[src/rtl/stopwatch_pkg.sv]
// Shared stopwatch types: lap snapshot word layout, recall FSM states, default depth.
package stopwatch_pkg;

  localparam int LAP_DEPTH_DEF = 8;

  // Snapshot layout {min, sec_tens, sec_ones, ms_tens, ms_ones}
  localparam int LAP_W        = 17;
  localparam int MS_ONES_LSB  = 0;
  localparam int MS_TENS_LSB  = 4;
  localparam int SEC_ONES_LSB = 8;
  localparam int SEC_TENS_LSB = 12;
  localparam int MIN_BIT      = 16;

  typedef logic [LAP_W-1:0] lap_word_t;

  typedef enum logic {
    ST_LIVE   = 1'b0,
    ST_RECALL = 1'b1
  } state_e;

  function automatic lap_word_t pack_lap(input logic min, input logic [3:0] sec_tens,
                                         input logic [3:0] sec_ones, input logic [3:0] ms_tens,
                                         input logic [3:0] ms_ones);
    return {min, sec_tens, sec_ones, ms_tens, ms_ones};
  endfunction

endpackage

[src/rtl/lap_buffer.sv]
// Circular lap store: write/pointer/count bookkeeping and the full-buffer policy.
// LAP_OVERWRITE_EN: when defined, a capture into a full buffer replaces the oldest lap.
module lap_buffer
  import stopwatch_pkg::*;
#(
  parameter int LAP_DEPTH = LAP_DEPTH_DEF,
  localparam int PW = $clog2(LAP_DEPTH),
  localparam int CW = $clog2(LAP_DEPTH + 1)
) (
  input  logic          clk,
  input  logic          reset,
  input  logic          clear,
  input  logic          wr_en,
  input  lap_word_t     wr_data,
  input  logic [PW-1:0] rd_off,
  output lap_word_t     rd_data,
  output logic [CW-1:0] count,
  output logic          full,
  output logic          reject
);

  lap_word_t     mem_q [LAP_DEPTH];
  lap_word_t     mem_d [LAP_DEPTH];
  logic [PW-1:0] wr_ptr_q, wr_ptr_d;
  logic [PW-1:0] rd_base_q, rd_base_d;
  logic [CW-1:0] count_q, count_d;
  logic          full_q, full_d;
  logic          reject_q, reject_d;

  always_comb begin
    mem_d     = mem_q;
    wr_ptr_d  = wr_ptr_q;
    rd_base_d = rd_base_q;
    count_d   = count_q;
    reject_d  = 1'b0;
    if (clear) begin
      wr_ptr_d  = '0;
      rd_base_d = '0;
      count_d   = '0;
    end else if (wr_en) begin
      if (!full_q) begin
        mem_d[wr_ptr_q] = wr_data;
        wr_ptr_d        = wr_ptr_q + PW'(1);
        count_d         = count_q + CW'(1);
      end else begin
`ifdef LAP_OVERWRITE_EN
        // When full, wr_ptr sits on the oldest entry, so the base moves past it.
        mem_d[wr_ptr_q] = wr_data;
        wr_ptr_d        = wr_ptr_q + PW'(1);
        rd_base_d       = rd_base_q + PW'(1);
`else
        reject_d = 1'b1;
`endif
      end
    end
    full_d = (count_d == CW'(LAP_DEPTH));
  end

  always_ff @(posedge clk) begin
    if (reset) begin
      for (int i = 0; i < LAP_DEPTH; i++) mem_q[i] <= '0;
      wr_ptr_q  <= '0;
      rd_base_q <= '0;
      count_q   <= '0;
      full_q    <= 1'b0;
      reject_q  <= 1'b0;
    end else begin
      mem_q     <= mem_d;
      wr_ptr_q  <= wr_ptr_d;
      rd_base_q <= rd_base_d;
      count_q   <= count_d;
      full_q    <= full_d;
      reject_q  <= reject_d;
    end
  end

  // Pointer width wraps modulo LAP_DEPTH for free.
  assign rd_data = mem_q[rd_base_q + rd_off];
  assign count   = count_q;
  assign full    = full_q;
  assign reject  = reject_q;

endmodule

[src/rtl/lap_recall_ctrl.sv]
// Lap capture and display-source scheduler: LIVE/RECALL FSM, selection and output registers.
// LAP_OVERWRITE_EN selects the full-buffer policy inside lap_buffer.
module lap_recall_ctrl
  import stopwatch_pkg::*;
#(
  parameter int LAP_DEPTH = LAP_DEPTH_DEF
) (
  input  logic                             clk,
  input  logic                             reset,
  input  logic                             lap_pulse,
  input  logic                             recall_pulse,
  input  logic                             clear_pulse,
  input  logic                             timer_running,
  input  logic [3:0]                       live_ms_tens,
  input  logic [3:0]                       live_ms_ones,
  input  logic [3:0]                       live_sec_tens,
  input  logic [3:0]                       live_sec_ones,
  input  logic                             live_min,
  output logic [3:0]                       disp_ms_tens,
  output logic [3:0]                       disp_ms_ones,
  output logic [3:0]                       disp_sec_tens,
  output logic [3:0]                       disp_sec_ones,
  output logic                             disp_min,
  output logic                             recall_mode,
  output logic [3:0]                       lap_index,
  output logic [$clog2(LAP_DEPTH+1)-1:0]   lap_count,
  output logic                             buf_full,
  output logic                             lap_reject
);

  localparam int PW = $clog2(LAP_DEPTH);
  localparam int CW = $clog2(LAP_DEPTH + 1);

  state_e        state_q, state_d;
  logic [PW-1:0] sel_q, sel_d;
  lap_word_t     disp_q, disp_d;
  logic          recall_mode_q, recall_mode_d;
  logic [3:0]    lap_index_q, lap_index_d;

  lap_word_t     live_word, rd_data;
  logic [CW-1:0] cnt;

  assign live_word = pack_lap(live_min, live_sec_tens, live_sec_ones, live_ms_tens, live_ms_ones);

  lap_buffer #(.LAP_DEPTH(LAP_DEPTH)) u_buf (
    .clk     (clk),
    .reset   (reset),
    .clear   (clear_pulse),
    .wr_en   (lap_pulse & timer_running),
    .wr_data (live_word),
    .rd_off  (sel_d),
    .rd_data (rd_data),
    .count   (cnt),
    .full    (buf_full),
    .reject  (lap_reject)
  );

  // cnt is the pre-capture count, so a same-cycle lap does not extend the recall walk.
  always_comb begin
    state_d = state_q;
    sel_d   = sel_q;
    if (clear_pulse) begin
      state_d = ST_LIVE;
      sel_d   = '0;
    end else if (recall_pulse) begin
      if (state_q == ST_LIVE) begin
        if (cnt != '0) begin
          state_d = ST_RECALL;
          sel_d   = '0;
        end
      end else if (sel_q == PW'(cnt - CW'(1))) begin
        state_d = ST_LIVE;
        sel_d   = '0;
      end else begin
        sel_d = sel_q + PW'(1);
      end
    end
    recall_mode_d = (state_d == ST_RECALL);
    lap_index_d   = recall_mode_d ? 4'(sel_d) + 4'd1 : 4'd0;
    disp_d        = recall_mode_d ? rd_data : live_word;
  end

  always_ff @(posedge clk) begin
    if (reset) begin
      state_q       <= ST_LIVE;
      sel_q         <= '0;
      disp_q        <= '0;
      recall_mode_q <= 1'b0;
      lap_index_q   <= '0;
    end else begin
      state_q       <= state_d;
      sel_q         <= sel_d;
      disp_q        <= disp_d;
      recall_mode_q <= recall_mode_d;
      lap_index_q   <= lap_index_d;
    end
  end

  assign disp_ms_ones  = disp_q[MS_ONES_LSB +: 4];
  assign disp_ms_tens  = disp_q[MS_TENS_LSB +: 4];
  assign disp_sec_ones = disp_q[SEC_ONES_LSB +: 4];
  assign disp_sec_tens = disp_q[SEC_TENS_LSB +: 4];
  assign disp_min      = disp_q[MIN_BIT];
  assign recall_mode   = recall_mode_q;
  assign lap_index     = lap_index_q;
  assign lap_count     = cnt;

endmodule

[config.mk]
export PLATFORM = sky130hd
export DESIGN_NAME = lap_recall_ctrl
export DESIGN_NICKNAME = d
export VERILOG_FILES = /design/src/rtl/stopwatch_pkg.sv /design/src/rtl/lap_buffer.sv /design/src/rtl/lap_recall_ctrl.sv
export SDC_FILE = /design/constraint.sdc
export NUM_CORES = 1
export LEC_CHECK = 0
export CAP_MARGIN = 25
export CORE_MARGIN = 2
export CORE_UTILIZATION = 30
export DETAILED_ROUTE_END_ITERATION = 10
export DONT_BUFFER_PORTS = 1
export HOLD_SLACK_MARGIN = 0.15
export PLACE_DENSITY = 0.56
export SYNTH_ARGS = -nofsm -noshare
export SYNTH_HDL_FRONTEND = slang
export SYNTH_HIERARCHICAL = 1
export SYNTH_SLANG_ARGS = --single-unit
[constraint.sdc]
create_clock -name clk -period 3.55 [get_ports clk]
set_input_delay 0.71 -clock clk [delete_from_list [all_inputs] [get_ports clk]]
set_output_delay 0.71 -clock clk [all_outputs]
set_load 0.005 [all_outputs]
; After elaboration in Yosys (flattened, before gate mapping)
; Index checks and enable logic that the tools add are counted.
[totals]
reg_bits = 170
in_bits = 23
output_inout_bits = 28
word_cells = 61
[classes]
addsub = 5
n_lt_le_gt_ge = 3
eq_ne = 2
n_mux = 21
bitwise_logic = 7
n_reduce_logical = 7
[ops]
columns = op, count
row1 = $bwmux W136, 1
row2 = $mux W17, 4
row3 = $bmux W17 S3, 1
row4 = $demux W17 S3, 1
row5 = $mux W3, 5
row6 = $mux W4, 3
row7 = $ge A4 B4 Y1 const B, 2
row8 = $not A3 Y4, 2
row9 = $add A3 B1 Y3 const B, 2
row10 = $mux W1, 6
row11 = $add A3 B1 Y4 const B, 1
row12 = $add A4 B1 Y4 const B, 1
row13 = $eq A4 B4 Y1 const B, 1
row14 = $lt A4 B1 Y1 const B, 1
row15 = $not A1 Y1, 4
row16 = $reduce_bool A4 Y1, 1
row17 = $reduce_or A2 Y1, 2
row18 = $eq A3 B3 Y1, 1
row19 = $reduce_and A3 Y1, 1
row20 = $reduce_or A3 Y1, 1
row21 = $sub A3 B1 Y3 const B, 1
row22 = $reduce_and A2 Y1, 1
row23 = $and A1 B1 Y1, 1
row24 = $logic_and A1 B1 Y1, 1

; Longest topological paths before layout
; Gate-level depths: netlist (run 1).
[logic_depth]
depth_word = 11
mapped_depth = 13
depth_no_buf = 10

; Cells and area by module
; The synthesis (run 1) kept the hierarchy.
[by_module_without_submodules]
columns = module, instances, cells_per_inst, area_per_inst_um2, seq_area_each_um2
row1 = lap_buffer, 1, 591, 6837.8, 2902.8
row2 = lap_recall_ctrl, 1, 110, 1122.3, 500.5

; Least setup slack after synthesis (run 1)
; OpenSTA, ideal clock, no wires.
[synth_timing]
path_kind = register to register
startpoint = register u_buf.count_q[0], in the netlist u_buf/count[0]
endpoint = register disp_q[4]
setup_ns = 0.128
t_arrival_ns = 3.015
required_time_ns = 3.422
path_slack_ns = 0.407
stages_incl_launch_ff = 12
path_buffers = 2
period_less_slack_ns = 3.143
path_cell_list = dfxtp_1 > inv_1 > ha_1 > xnor3_1 > a311oi_1 > o21ba_2 > buf_2 > buf_2 > mux4_2 > mux2_2 > mux2i_1 > nor2_1
[synth_between]
elab_chain_len = 11
word_cells_on_any_way = 18
classes_between = add/sub: 1 / eq/ne: 1 / mux: 14 / bitwise: 1 / reduce/logical: 1
[synth_rtl]
columns = item, line_no
row1 = start: declaration, lap_buffer.sv:26  ; logic [CW-1:0] count_q, count_d;
row2 = start signal: assignment, lap_buffer.sv:71  ; count_q <= count_d;
row3 = $sub A3 B1 Y3, lap_recall_ctrl.sv:71  ; end else if (sel_q == PW'(cnt - CW'(1))) begin
row4 = $eq A3 B3 Y1, lap_recall_ctrl.sv:71
row5 = $mux W3, lap_recall_ctrl.sv:71
row6 = $mux W3 (*), lap_recall_ctrl.sv:66  ; if (state_q == ST_LIVE) begin
row7 = $mux W3 (*), lap_recall_ctrl.sv:65  ; end else if (recall_pulse) begin
row8 = $mux W3 (*), lap_recall_ctrl.sv:62  ; if (clear_pulse) begin
row9 = named net sel_d[1], lap_recall_ctrl.sv:35  ; logic [PW-1:0] sel_q, sel_d;
row10 = $not A3 Y4 (not written as such) (*), lap_buffer.sv:78  ; assign rd_data = mem_q[rd_base_q + rd_off];
row11 = $bmux W17 S3 (*), lap_buffer.sv:78
row12 = $mux W17 (not written as such) (*) (2 in a row), lap_buffer.sv:78
row13 = named net rd_data[4], lap_recall_ctrl.sv:40  ; lap_word_t live_word, rd_data;
row14 = $mux W17 (*), lap_recall_ctrl.sv:80  ; disp_d = recall_mode_d ? rd_data : live_word;
row15 = end signal: assignment, lap_recall_ctrl.sv:93  ; disp_q <= disp_d;
row16 = end: declaration, lap_recall_ctrl.sv:36  ; lap_word_t disp_q, disp_d;
; The timed path passes the listed nets; every way through them passes the cells marked *. The select of a mux whose other input is x is not followed.
; A chain may end at the register's enable or synchronous reset.

; Final worst setup path (run 1)
[layout_timing]
startpoint = register u_buf.count_q[1], in the netlist u_buf/count[1]
endpoint = register disp_q[1]
; Same word-level chain as after synthesis.

==> impl_results.rst, run 1 <==
.. list-table::
   :header-rows: 1

   * - Metric
     - Value
   * - Buffers on Ports
     - 0
   * - Top achievable clock speed
     - 0.3127 GHz
   * - Initial Util
     - 30.55%
   * - Commonest cells after routing, fill and taps aside
     - sky130_fd_sc_hd__dfxtp_1, sky130_fd_sc_hd__nand2b_1, sky130_fd_sc_hd__mux2i_1
   * - Post-cts sizing count
     - 0
   * - # DRC
     - 0
   * - Most frequent standard cell in the layout excluding fill and tap cells
     - sky130_fd_sc_hd__dfxtp_1
   * - Hold Violations, Final
     - 0
   * - Final RePlAce weighted congestion
     - 0.6963
   * - Global-route usage over all layers
     - 12.30%
   * - FF-to-FF Start
     - u_buf/count[1]$_SDFF_PP0_
   * - Placed cell area
     - 8139 um2
   * - Initial drt markers
     - 315
   * - Number of buffers inserted during clock tree synthesis
     - 17
   * - Finished Core Util
     - 33.74%
   * - Worst rel slew slack
     - 32.43%
   * - Post-Route WL
     - 16.87 mm
   * - Post-detailed-placement half-perimeter wirelength
     - 9.857 mm
   * - Count of endpoints failing setup in the final report
     - 0
   * - Latest clock arrival within the worst-skew pair
     - 420 ps
   * - Portion of the post-synthesis area used by sequential elements
     - 42.75%
   * - Setup Fix Bufs, Post-CTS
     - 0
   * - Post-route insts no fill
     - 1015
   * - Post-Route Setup TNS
     - 0 ps
   * - Worst-case clock skew
     - 7.194 ps
   * - Final worst path period share
     - 90.07%
   * - Y dimension of the die
     - 166.9 um
   * - Crit-path max FO
     - 34
   * - Sort of element at the start of the critical path
     - flop
   * - Detailed-route vias per instance
     - 4.624
   * - # diodes
     - 0
   * - Fraction of layout instances using a drive strength above 1
     - 16.18%
   * - Post-synthesis area per instance
     - 11.36 um2
   * - Outcome
     - finished, final reports clean
   * - Via count of the routed design
     - 4693
   * - Final cell area excluding filler cells
     - 8791 um2
   * - Cell total after placement
     - 983
   * - Largest net degree at the start of global routing
     - 178
   * - Antenna violations before repair
     - 0
   * - Number of library cell types mapped by synthesis
     - 49
   * - Number of buffers on the longest clock path
     - 2
   * - Top-area cell type share of the netlist area
     - 42.75%
   * - Unrepaired setup endpoints after global routing
     - no
   * - Routed WL per cell
     - 16.62 um
   * - Number of maximum-capacitance violations
     - 0
   * - Cell type with the highest aggregate area in the netlist
     - sky130_fd_sc_hd__dfxtp_1
   * - Global route total overflow
     - 0
   * - Nets in the synthesized netlist
     - 729
   * - Path type of the worst min-delay path
     - primary input to flop
   * - CTS clk-pin slew, worst paths
     - 60 ps
   * - Count of TritonRoute iterations in the first routing pass
     - 4
   * - CTS tree
     - done
   * - Worst Setup Path Type
     - flop to flop
   * - Clock Root Buffer
     - sky130_fd_sc_hd__clkbuf_16
   * - Number of instances in the synthesized netlist
     - 701
   * - Die outline area
     - 27850 um2
   * - Floorplan core area
     - 26060 um2
   * - Number of clock sinks
     - 170
   * - Hold Buf Count CTS
     - 0
   * - Crit path from
     - u_buf/count[1]$_SDFF_PP0_
   * - Required time at the worst-slack endpoint
     - 3860 ps
   * - Primary flip-flop cell chosen by synthesis mapping
     - sky130_fd_sc_hd__dfxtp_1
   * - Async SR Flop Fraction
     - 0%
   * - Number of standard-cell rows in the floorplan
     - 59
   * - Leakage power
     - 0.003803 uW
   * - Count of synthesis-stage warnings from yosys
     - 6
   * - Via count of the first global-routing pass
     - 4678
   * - Die extent in x
     - 166.9 um
   * - Hold path start
     - reset
   * - Data arrival time of the critical path
     - 3510 ps
   * - Area of the mapped netlist
     - 7960 um2
   * - Number of synthesized register bits
     - 170
   * - Dominant cells by area after synthesis
     - sky130_fd_sc_hd__dfxtp_1, sky130_fd_sc_hd__mux2i_1, sky130_fd_sc_hd__nand2b_1, sky130_fd_sc_hd__mux4_2, sky130_fd_sc_hd__mux2_2
   * - Transition at the pin with the smallest max-transition slack
     - 1011 ps
   * - Count of boundary I/O pins
     - 51
   * - Final count of pins violating max slew
     - 0
   * - Layout net count
     - 695
   * - Final critical delay including setup and external delays
     - 3198 ps
   * - Final-layout fill cell count
     - 2558
   * - Power Density
     - 468.1 nW/um2
   * - Wire length of the first global-routing pass
     - 26.97 mm
   * - Post-detailed-route count of antenna-violating nets
     - 0
   * - Post-synthesis to final-layout area growth
     - 10.44%
   * - Nature of the critical path endpoint
     - flop
   * - Post-synth EDFFs
     - 0
   * - VDD IR-drop max
     - 0.2838 mV
   * - H-tree levels
     - 4
==> final timing paths <==
| kind | slack, ps | depth (start not counted) | end |
|---|---|---|---|
| setup / recovery | 350 | 11 | disp_q[1]$_SDFF_PP0_ |
| hold reg to reg | 470 | 2 | u_buf/mem_q[91]$_SDFFE_PP0P_ |
| setup reg to reg | 350 | 11 | disp_q[1]$_SDFF_PP0_ |
| hold / removal | 360 | 1 | u_buf/count[2]$_SDFF_PP0_ |
==> report_power, final <==
group / switching, uW / total (uW) / internal, uW
clock network: 764 / 2050 / 1280
logic: 59.2 / 127 / 67.8
registers: 12.3 / 1940 / 1930
==> state kept, by name (all words and copies together), names as in the netlist <==
| signal | cells |
|---|---|
| u_buf/mem_q | 136 |
| disp_q | 17 |
| lap_index | 4 |
| u_buf/count | 4 |
| sel_q | 3 |
| u_buf/wr_ptr_q | 3 |
| recall_mode | 1 |
| u_buf/full | 1 |
| u_buf/reject | 1 |
==> per-layer routing <==
metal | track usage [%] | up-vias | part of all wire (%)
li1 | - | 2341 | -
met1 | 17.40 | 2293 | 50
met2 | 18.86 | 52 | 46
met3 | 3.470 | 7 | 3.5
met4 | 2.249 | 0 | 0.69
met5 | 0 | - | 0
==> per-stage QoR <==
stage	total power (uW)	setup WS [ps]	hold slack [ps]
after CTS	4172	322.4	348.2
after detailed placement	2112	371.3	461.0
after global placement	2112	439.7	455.8
after global routing	4261	149.4	344.4
after floorplan	2112	407.1	445.5
final	4115	352.4	357.0
==> critical path, stage by stage, from the launching register on <==
cell	delay, ps
sky130_fd_sc_hd__dfxtp_1	440
sky130_fd_sc_hd__inv_1	90
sky130_fd_sc_hd__ha_1	230
sky130_fd_sc_hd__xnor3_1	380
sky130_fd_sc_hd__a311oi_1	260
sky130_fd_sc_hd__a21oi_1	180
sky130_fd_sc_hd__nor2_4	150
sky130_fd_sc_hd__buf_12	280
sky130_fd_sc_hd__mux4_2	560
sky130_fd_sc_hd__mux2_2	290
sky130_fd_sc_hd__mux2i_1	160
sky130_fd_sc_hd__nor2_1	50
==> final cells by class <==
cell class	count	area (um2)	share of cell area, %
Sequential cell	170	3403	38.71
Clock inverter	12	195.2	2.220
Clock buffer	20	456.7	5.195
Multi-Input combinational cell	462	4199	47.77
Tap cell	335	419.2	4.768
Inverter	4	15.01	0.1708
Timing Repair Buffer	12	102.6	1.167
==> synthesized netlist by cell type (all sizes together), types with 3 or more instances <==
cell type / instances
and2: 6
nand2: 12
ha: 5
buf: 35
nand2b: 156
nor2: 31
xor2: 6
nand3: 3
dfxtp: 170
inv: 4
clkbuf: 30
nor3: 4
mux2: 18
mux2i: 156
mux4: 34
nor2b: 3
a21oi: 3
==> cells by family (layout without fill, tap and decap cells) <==
family,Yosys count,in the layout,synth area share [%]
adder cells (fa/ha/maj),5,5,0.7859
XOR/XNOR,8,8,1.053
buffers and inverters,69,48,4.700
multiplexers,208,208,31.78
AND/OR/NAND/NOR,229,229,17.73
flip-flops,170,170,42.75
AO/OA/AOI/OAI,12,12,1.195
Power figures use the tool's default switching activity.
==> inputs of run 2 (changes only) <==
clock period = 3.64 ns   (was 3.55 ns; I/O delays follow)
==> impl_results.rst, run 2 (synthesis results as in run 1) <==
.. list-table::
   :header-rows: 1

   * - Metric
     - Value
   * - Outcome
     - finished, final reports clean (unchanged)
   * - VDD IR-drop max
     - 0.2944 mV (was 0.2838 mV)
   * - Top achievable clock speed
     - 0.3179 GHz (was 0.3127 GHz)
   * - Antenna violations before repair
     - 0 (unchanged)
   * - Routed WL per cell
     - 16.75 um (was 16.62 um)
   * - Post-layout worst setup margin
     - 494.3 ps (was 352.4 ps)
   * - Worst-case clock skew
     - 8.764 ps (was 7.194 ps)
   * - Finished Core Util
     - 33.70% (was 33.74%)
   * - Crit-path max FO
     - 34 (unchanged)
   * - Register ranked first by flip-flop count
     - u_buf/mem_q (unchanged)
   * - Worst rel slew slack
     - 42.57% (was 32.43%)
   * - Sort of element at the start of the critical path
     - flop (unchanged)
   * - Number of buffers on the longest clock path
     - 2 (unchanged)
   * - Y dimension of the die
     - 166.9 um (unchanged)
   * - Data arrival time of the critical path
     - 3460 ps (was 3510 ps)
   * - Die outline area
     - 27850 um2 (unchanged)
   * - Leading registers by flop count
     - u_buf/mem_q (136), disp_q (17) (unchanged)
   * - # diodes
     - 0 (unchanged)
   * - Path type of the worst min-delay path
     - primary input to flop (unchanged)
   * - Family with the most delay on the worst path
     - multiplexers (unchanged)
   * - Final critical delay including setup and external delays
     - 3146 ps (was 3198 ps)
   * - Global route total overflow
     - 0 (unchanged)
   * - Final count of pins violating max slew
     - 0 (unchanged)
   * - Flip-flop count of the largest register, all copies and words added
     - 136 (unchanged)
   * - Power Density
     - 452.4 nW/um2 (was 468.1 nW/um2)
   * - Initial Util
     - 30.55% (unchanged)
   * - CTS tree
     - done (unchanged)
   * - Number of standard-cell rows in the floorplan
     - 59 (unchanged)
   * - Via count of the first global-routing pass
     - 4769 (was 4678)
   * - Floorplan core area
     - 26060 um2 (unchanged)
   * - # DRC
     - 0 (unchanged)
   * - H-tree levels
     - 4 (unchanged)
   * - Die extent in x
     - 166.9 um (unchanged)
   * - Nature of the critical path endpoint
     - flop (unchanged)
   * - Worst Setup Path Type
     - flop to flop (unchanged)
   * - Largest net degree at the start of global routing
     - 178 (unchanged)
   * - Post-Route Setup TNS
     - 0 ps (unchanged)
   * - Transition at the pin with the smallest max-transition slack
     - 861.4 ps (was 1011 ps)
   * - Pre-CTS worst setup slack
     - 483.8 ps (was 371.3 ps)
   * - Post-route total power
     - 3973 uW (was 4115 uW)
   * - Layout net count
     - 693 (was 695)
   * - Global-route usage over all layers
     - 12.37% (was 12.30%)
   * - Post-synthesis to final-layout area growth
     - 10.33% (was 10.44%)
   * - Final RePlAce weighted congestion
     - 0.6936 (was 0.6963)
   * - Post-cts sizing count
     - 0 (unchanged)
   * - Number of buffers inserted during clock tree synthesis
     - 17 (unchanged)
   * - Post-Route WL
     - 16.97 mm (was 16.87 mm)
   * - Count of endpoints failing setup in the final report
     - 0 (unchanged)
   * - Wire length of the first global-routing pass
     - 26.97 mm (about the same)
   * - CTS clk-pin slew, worst paths
     - 70 ps (was 60 ps)
   * - Count of boundary I/O pins
     - 51 (unchanged)
   * - Unrepaired setup endpoints after global routing
     - no (unchanged)
   * - Commonest cells after routing, fill and taps aside
     - sky130_fd_sc_hd__dfxtp_1, sky130_fd_sc_hd__nand2b_1, sky130_fd_sc_hd__mux2i_1 (unchanged)
   * - CP Buf/Inv Count
     - 2 (unchanged)
   * - Clock Root Buffer
     - sky130_fd_sc_hd__clkbuf_16 (unchanged)
   * - Hold Buf Count CTS
     - 0 (unchanged)
   * - Detailed-route vias per instance
     - 4.630 (was 4.624)
   * - Leakage power
     - 0.003790 uW (was 0.003803 uW)
   * - Setup Fix Bufs, Post-CTS
     - 0 (unchanged)
   * - Post-detailed-route count of antenna-violating nets
     - 0 (unchanged)
   * - Via count of the routed design
     - 4690 (was 4693)
   * - DR WL met2
     - 7.531 mm (was 7.708 mm)
   * - Latest clock arrival within the worst-skew pair
     - 420 ps (about the same)
   * - Fraction of layout instances using a drive strength above 1
     - 15.93% (was 16.18%)
   * - Buffers on Ports
     - 0 (unchanged)
   * - Number of clock sinks
     - 170 (unchanged)
   * - CP peak stage delay
     - 550 ps (was 560 ps)
   * - Final worst path period share
     - 86.42% (was 90.07%)
   * - Worst path cell trace
     - inv_1 > ha_1 > xnor3_1 > a311oi_1 > a21oi_1 > nor2_4 > buf_12 > mux4_2 > mux2_2 > mux2i_1 > nor2_1 (unchanged)
   * - Hold Violations, Final
     - 0 (unchanged)
   * - Met3 wirelength from detailed routing
     - 739 um (was 593 um)
   * - Post-detailed-placement half-perimeter wirelength
     - 9.715 mm (was 9.857 mm)
   * - Highest metal layer with signal wires
     - met4 (unchanged)
   * - Count of TritonRoute iterations in the first routing pass
     - 4 (unchanged)
   * - Number of maximum-capacitance violations
     - 0 (unchanged)
   * - Required time at the worst-slack endpoint
     - 3950 ps (was 3860 ps)
   * - Worst path slowest cell
     - sky130_fd_sc_hd__mux4_2 (unchanged)
   * - Initial drt markers
     - 291 (was 315)
   * - Wire length on met1
     - 8.567 mm (was 8.453 mm)
   * - Most frequent standard cell in the layout excluding fill and tap cells
     - sky130_fd_sc_hd__dfxtp_1 (unchanged)
[run 2: changes by cell type in the layout (fill, tap and decap cells not counted), sizes merged]
| cell | delta |
|---|---|
| clkinv | -1 |
| bufinv | -1 |
| clkinvlp | +1 |
| clkbuf | +1 |
| buf | -2 |
[run 2: report_power, final]
group | switching [uW] | leakage, uW | total [uW] | internal, uW
sequential | 12.4 | 0.00137 | 1890 | 1880
clock | 752 | 0.000309 | 1960 | 1200
combinational | 58.8 | 0.00211 | 125 | 66.0
total | 824 | 0.00379 | 3970 | 3150
[run 2: worst paths after layout]
kind | from | depth (start not counted) | endpoint | slack (ps)
min reg2reg | u_buf/mem_q[80]$_SDFFE_PP0P_ | 2 | u_buf/mem_q[80]$_SDFFE_PP0P_ | 470
max reg2reg | u_buf/count[1]$_SDFF_PP0_ | 11 | disp_q[12]$_SDFF_PP0_ | 490
max | u_buf/count[1]$_SDFF_PP0_ | 11 | disp_q[12]$_SDFF_PP0_ | 490
min | reset | 1 | u_buf/count[2]$_SDFF_PP0_ | 370
[run 2: cell type report]
cell class	instances	area [um2]
tap	335	419.2
inverter	4	15.01
sequential	170	3403
timing repair buffer	10	107.6
multi-input combinational	462	4199
fill	2536	17280
clock inverter	11	167.7
clock buffer	21	470.5
[run 2: layer usage]
layer | vias to the layer above | GRT usage [%]
met1 | 2280 | 17.13
met5 | - | 0
met4 | 0 | 3.148
li1 | 2338 | -
met3 | 9 | 3.755
met2 | 63 | 18.80
[run 2: per-stage QoR]
step	area (um2)	std cells	hold WS (ps)
final	8782	1013	373.6
after global routing	8782	1013	350.3
after CTS	8755	1012	362.5
after detailed placement	8117	980	459.7
after global placement	8117	980	456.4
after floorplan	7960	701	445.5
==> inputs of run 3 (changes only) <==
SLEW_MARGIN = 10   (was not set)
clock period = 2.91 ns   (was 3.64 ns; I/O delays follow)
==> impl_results.rst, run 3 (synthesis results as in run 1) <==
.. list-table::
   :header-rows: 1

   * - Metric
     - Value
   * - Outcome
     - finished, final reports clean (unchanged)
   * - Post-route total power
     - 4944 uW (was 3973 uW)
   * - Global route total overflow
     - 0 (unchanged)
   * - Number of clock sinks
     - 170 (unchanged)
   * - Register ranked first by flip-flop count
     - u_buf/mem_q (unchanged)
   * - Worst rel slew slack
     - 47.90% (was 42.57%)
   * - Wire length of the first global-routing pass
     - 28.28 mm (was 26.97 mm)
   * - Number of buffers inserted during clock tree synthesis
     - 17 (unchanged)
   * - Final count of pins violating max slew
     - 0 (unchanged)
   * - Post-Route WL
     - 17.82 mm (was 16.97 mm)
   * - Number of maximum-capacitance violations
     - 0 (unchanged)
   * - Count of endpoints failing setup in the final report
     - 0 (unchanged)
   * - Number of standard-cell rows in the floorplan
     - 59 (unchanged)
   * - Post-synthesis to final-layout area growth
     - 13.99% (was 10.33%)
   * - Final RePlAce weighted congestion
     - 0.7085 (was 0.6936)
   * - Fraction of layout instances using a drive strength above 1
     - 19.86% (was 15.93%)
   * - Die outline area
     - 27850 um2 (unchanged)
   * - Flip-flop count of the largest register, all copies and words added
     - 136 (unchanged)
   * - Hold Violations, Final
     - 0 (unchanged)
   * - # DRC
     - 0 (unchanged)
   * - Final-layout fill cell count
     - 2548 (was 2536)
   * - Number of buffers on the longest clock path
     - 2 (unchanged)
   * - Detailed-route vias per instance
     - 4.658 (was 4.630)
   * - Post-detailed-placement half-perimeter wirelength
     - 10.41 mm (was 9.715 mm)
   * - Latest clock arrival within the worst-skew pair
     - 430 ps (was 420 ps)
   * - Global-route usage over all layers
     - 13.01% (was 12.37%)
   * - Data arrival time of the critical path
     - 3120 ps (was 3460 ps)
   * - Hold Buf Count CTS
     - 0 (unchanged)
   * - Largest net degree at the start of global routing
     - 178 (unchanged)
   * - Leakage power
     - 0.003918 uW (was 0.003790 uW)
   * - Layout net count
     - 717 (was 693)
   * - Buffers on Ports
     - 0 (unchanged)
   * - Cell total after placement
     - 992 (was 980)
   * - Antenna violations before repair
     - 0 (unchanged)
   * - Finished Core Util
     - 34.82% (was 33.70%)
   * - Worst-case clock skew
     - 8.766 ps (was 8.764 ps)
   * - CTS clk-pin slew, worst paths
     - 60 ps (was 70 ps)
   * - Required time at the worst-slack endpoint
     - 3230 ps (was 3950 ps)
   * - Floorplan core area
     - 26060 um2 (unchanged)
   * - Transition at the pin with the smallest max-transition slack
     - 778.8 ps (was 861.4 ps)
   * - VDD IR-drop max
     - 0.4446 mV (was 0.2944 mV)
   * - Clock Root Buffer
     - sky130_fd_sc_hd__clkbuf_16 (unchanged)
   * - Sort of element at the start of the critical path
     - flop (unchanged)
   * - Initial drt markers
     - 271 (was 291)
   * - H-tree levels
     - 4 (unchanged)
   * - Most frequent standard cell in the layout excluding fill and tap cells
     - sky130_fd_sc_hd__dfxtp_1 (unchanged)
   * - Top achievable clock speed
     - 0.3565 GHz (was 0.3179 GHz)
   * - Routed WL per cell
     - 17.22 um (was 16.75 um)
   * - # diodes
     - 0 (unchanged)
   * - Nature of the critical path endpoint
     - flop (unchanged)
   * - Path type of the worst min-delay path
     - primary input to flop (unchanged)
   * - Via count of the routed design
     - 4821 (was 4690)
   * - Worst Setup Path Type
     - flop to flop (unchanged)
   * - Via count of the first global-routing pass
     - 4888 (was 4769)
   * - Power Density
     - 544.9 nW/um2 (was 452.4 nW/um2)
   * - Count of boundary I/O pins
     - 51 (unchanged)
   * - CTS tree
     - done (unchanged)
   * - Post-route insts no fill
     - 1035 (was 1013)
   * - Final worst path period share
     - 96.40% (was 86.42%)
   * - Post-detailed-route count of antenna-violating nets
     - 0 (unchanged)
   * - Commonest cells after routing, fill and taps aside
     - sky130_fd_sc_hd__dfxtp_1, sky130_fd_sc_hd__nand2b_1, sky130_fd_sc_hd__mux2i_1 (unchanged)
   * - Initial Util
     - 30.55% (unchanged)
   * - Crit-path max FO
     - 7 (was 34)
   * - Final critical delay including setup and external delays
     - 2805 ps (was 3146 ps)
   * - Y dimension of the die
     - 166.9 um (unchanged)
   * - Count of TritonRoute iterations in the first routing pass
     - 5 (was 4)
   * - Die extent in x
     - 166.9 um (unchanged)
   * - Leading registers by flop count
     - u_buf/mem_q (136), disp_q (17) (unchanged)
## run 3: cell count changes in the layout (fill, tap and decap cells not counted), moves of 2 or more
| cell | before | now |
|---|---|---|
| sky130_fd_sc_hd__a311oi_1 | 2 | 0 |
| sky130_fd_sc_hd__a311oi_2 | 0 | 2 |
| sky130_fd_sc_hd__buf_12 | 1 | 8 |
| sky130_fd_sc_hd__buf_4 | 8 | 24 |
## run 3: area by class of cell
class / count / area [um2] / area share [%]
clock buffer: 19 / 452.9 / 4.992
inverter: 4 / 15.01 / 0.1655
tap: 335 / 419.2 / 4.619
multi-input combinational: 462 / 4239 / 46.72
sequential: 170 / 3405 / 37.52
clock inverter: 11 / 170.2 / 1.875
timing repair buffer: 34 / 372.9 / 4.109
## run 3: metrics by stage
step | setup slack, ps | TNS, ps | area [um2] | hold WS, ps
4_1_cts | 37.70 | 0 | 8894 | 203.9
6_report | 104.8 | 0 | 9074 | 225.2
2_1_floorplan | 18.24 | 0 | 7985 | 445.5
3_5_place_dp | 54.65 | 0 | 8270 | 462.6
5_1_grt | -28.18 | -102.3 | 9074 | 206.7
3_3_place_gp | 68.82 | 0 | 8270 | 454.6
## run 3: worst paths after layout
path	cells after the start	end	start	slack, ps
setup / recovery	12	disp_q[13]$_SDFF_PP0_	u_buf/count[0]$_SDFF_PP0_	100
hold / removal	1	u_buf/count[2]$_SDFF_PP0_	reset	230
setup reg to reg	12	disp_q[13]$_SDFF_PP0_	u_buf/count[0]$_SDFF_PP0_	100
hold reg to reg	2	u_buf/mem_q[86]$_SDFFE_PP0P_	u_buf/mem_q[86]$_SDFFE_PP0P_	470
## run 3: timing repair
| item | 4_1_cts | 5_1_grt |
|---|---|---|
| setup buffers | 0 | 12 |
| setup endpoints to repair | 0 | 17 |
| resized for setup | 0 | 8 |
## run 3: power by group
group          leakage (uW)  switching, uW  total [uW]  internal [uW]
clock              0.000297            941        2420           1470
combinational       0.00225           75.9         163           86.8
sequential          0.00138           15.1        2370           2350
total               0.00392           1030        4940           3910
## run 3: worst max-delay path, cell delays in order (launching register included)
cell and delay (ps):
sky130_fd_sc_hd__dfxtp_2 320, sky130_fd_sc_hd__inv_1 70, sky130_fd_sc_hd__ha_1 190, sky130_fd_sc_hd__xnor3_1 290
sky130_fd_sc_hd__a311oi_2 280, sky130_fd_sc_hd__a21oi_2 80, sky130_fd_sc_hd__nor2_4 230, sky130_fd_sc_hd__buf_12 140
sky130_fd_sc_hd__clkbuf_16 150, sky130_fd_sc_hd__mux4_2 490, sky130_fd_sc_hd__mux2_2 280, sky130_fd_sc_hd__mux2i_1 140
sky130_fd_sc_hd__nor2_1 50
## run 3: routing by layer
metal,track usage [%],vias to the layer above,wire length [um]
met2,19.99,60,8014
met4,3.598,0,142
met1,17.60,2370,8911
met5,0,-,0
li1,-,2378,-
met3,4.159,13,753
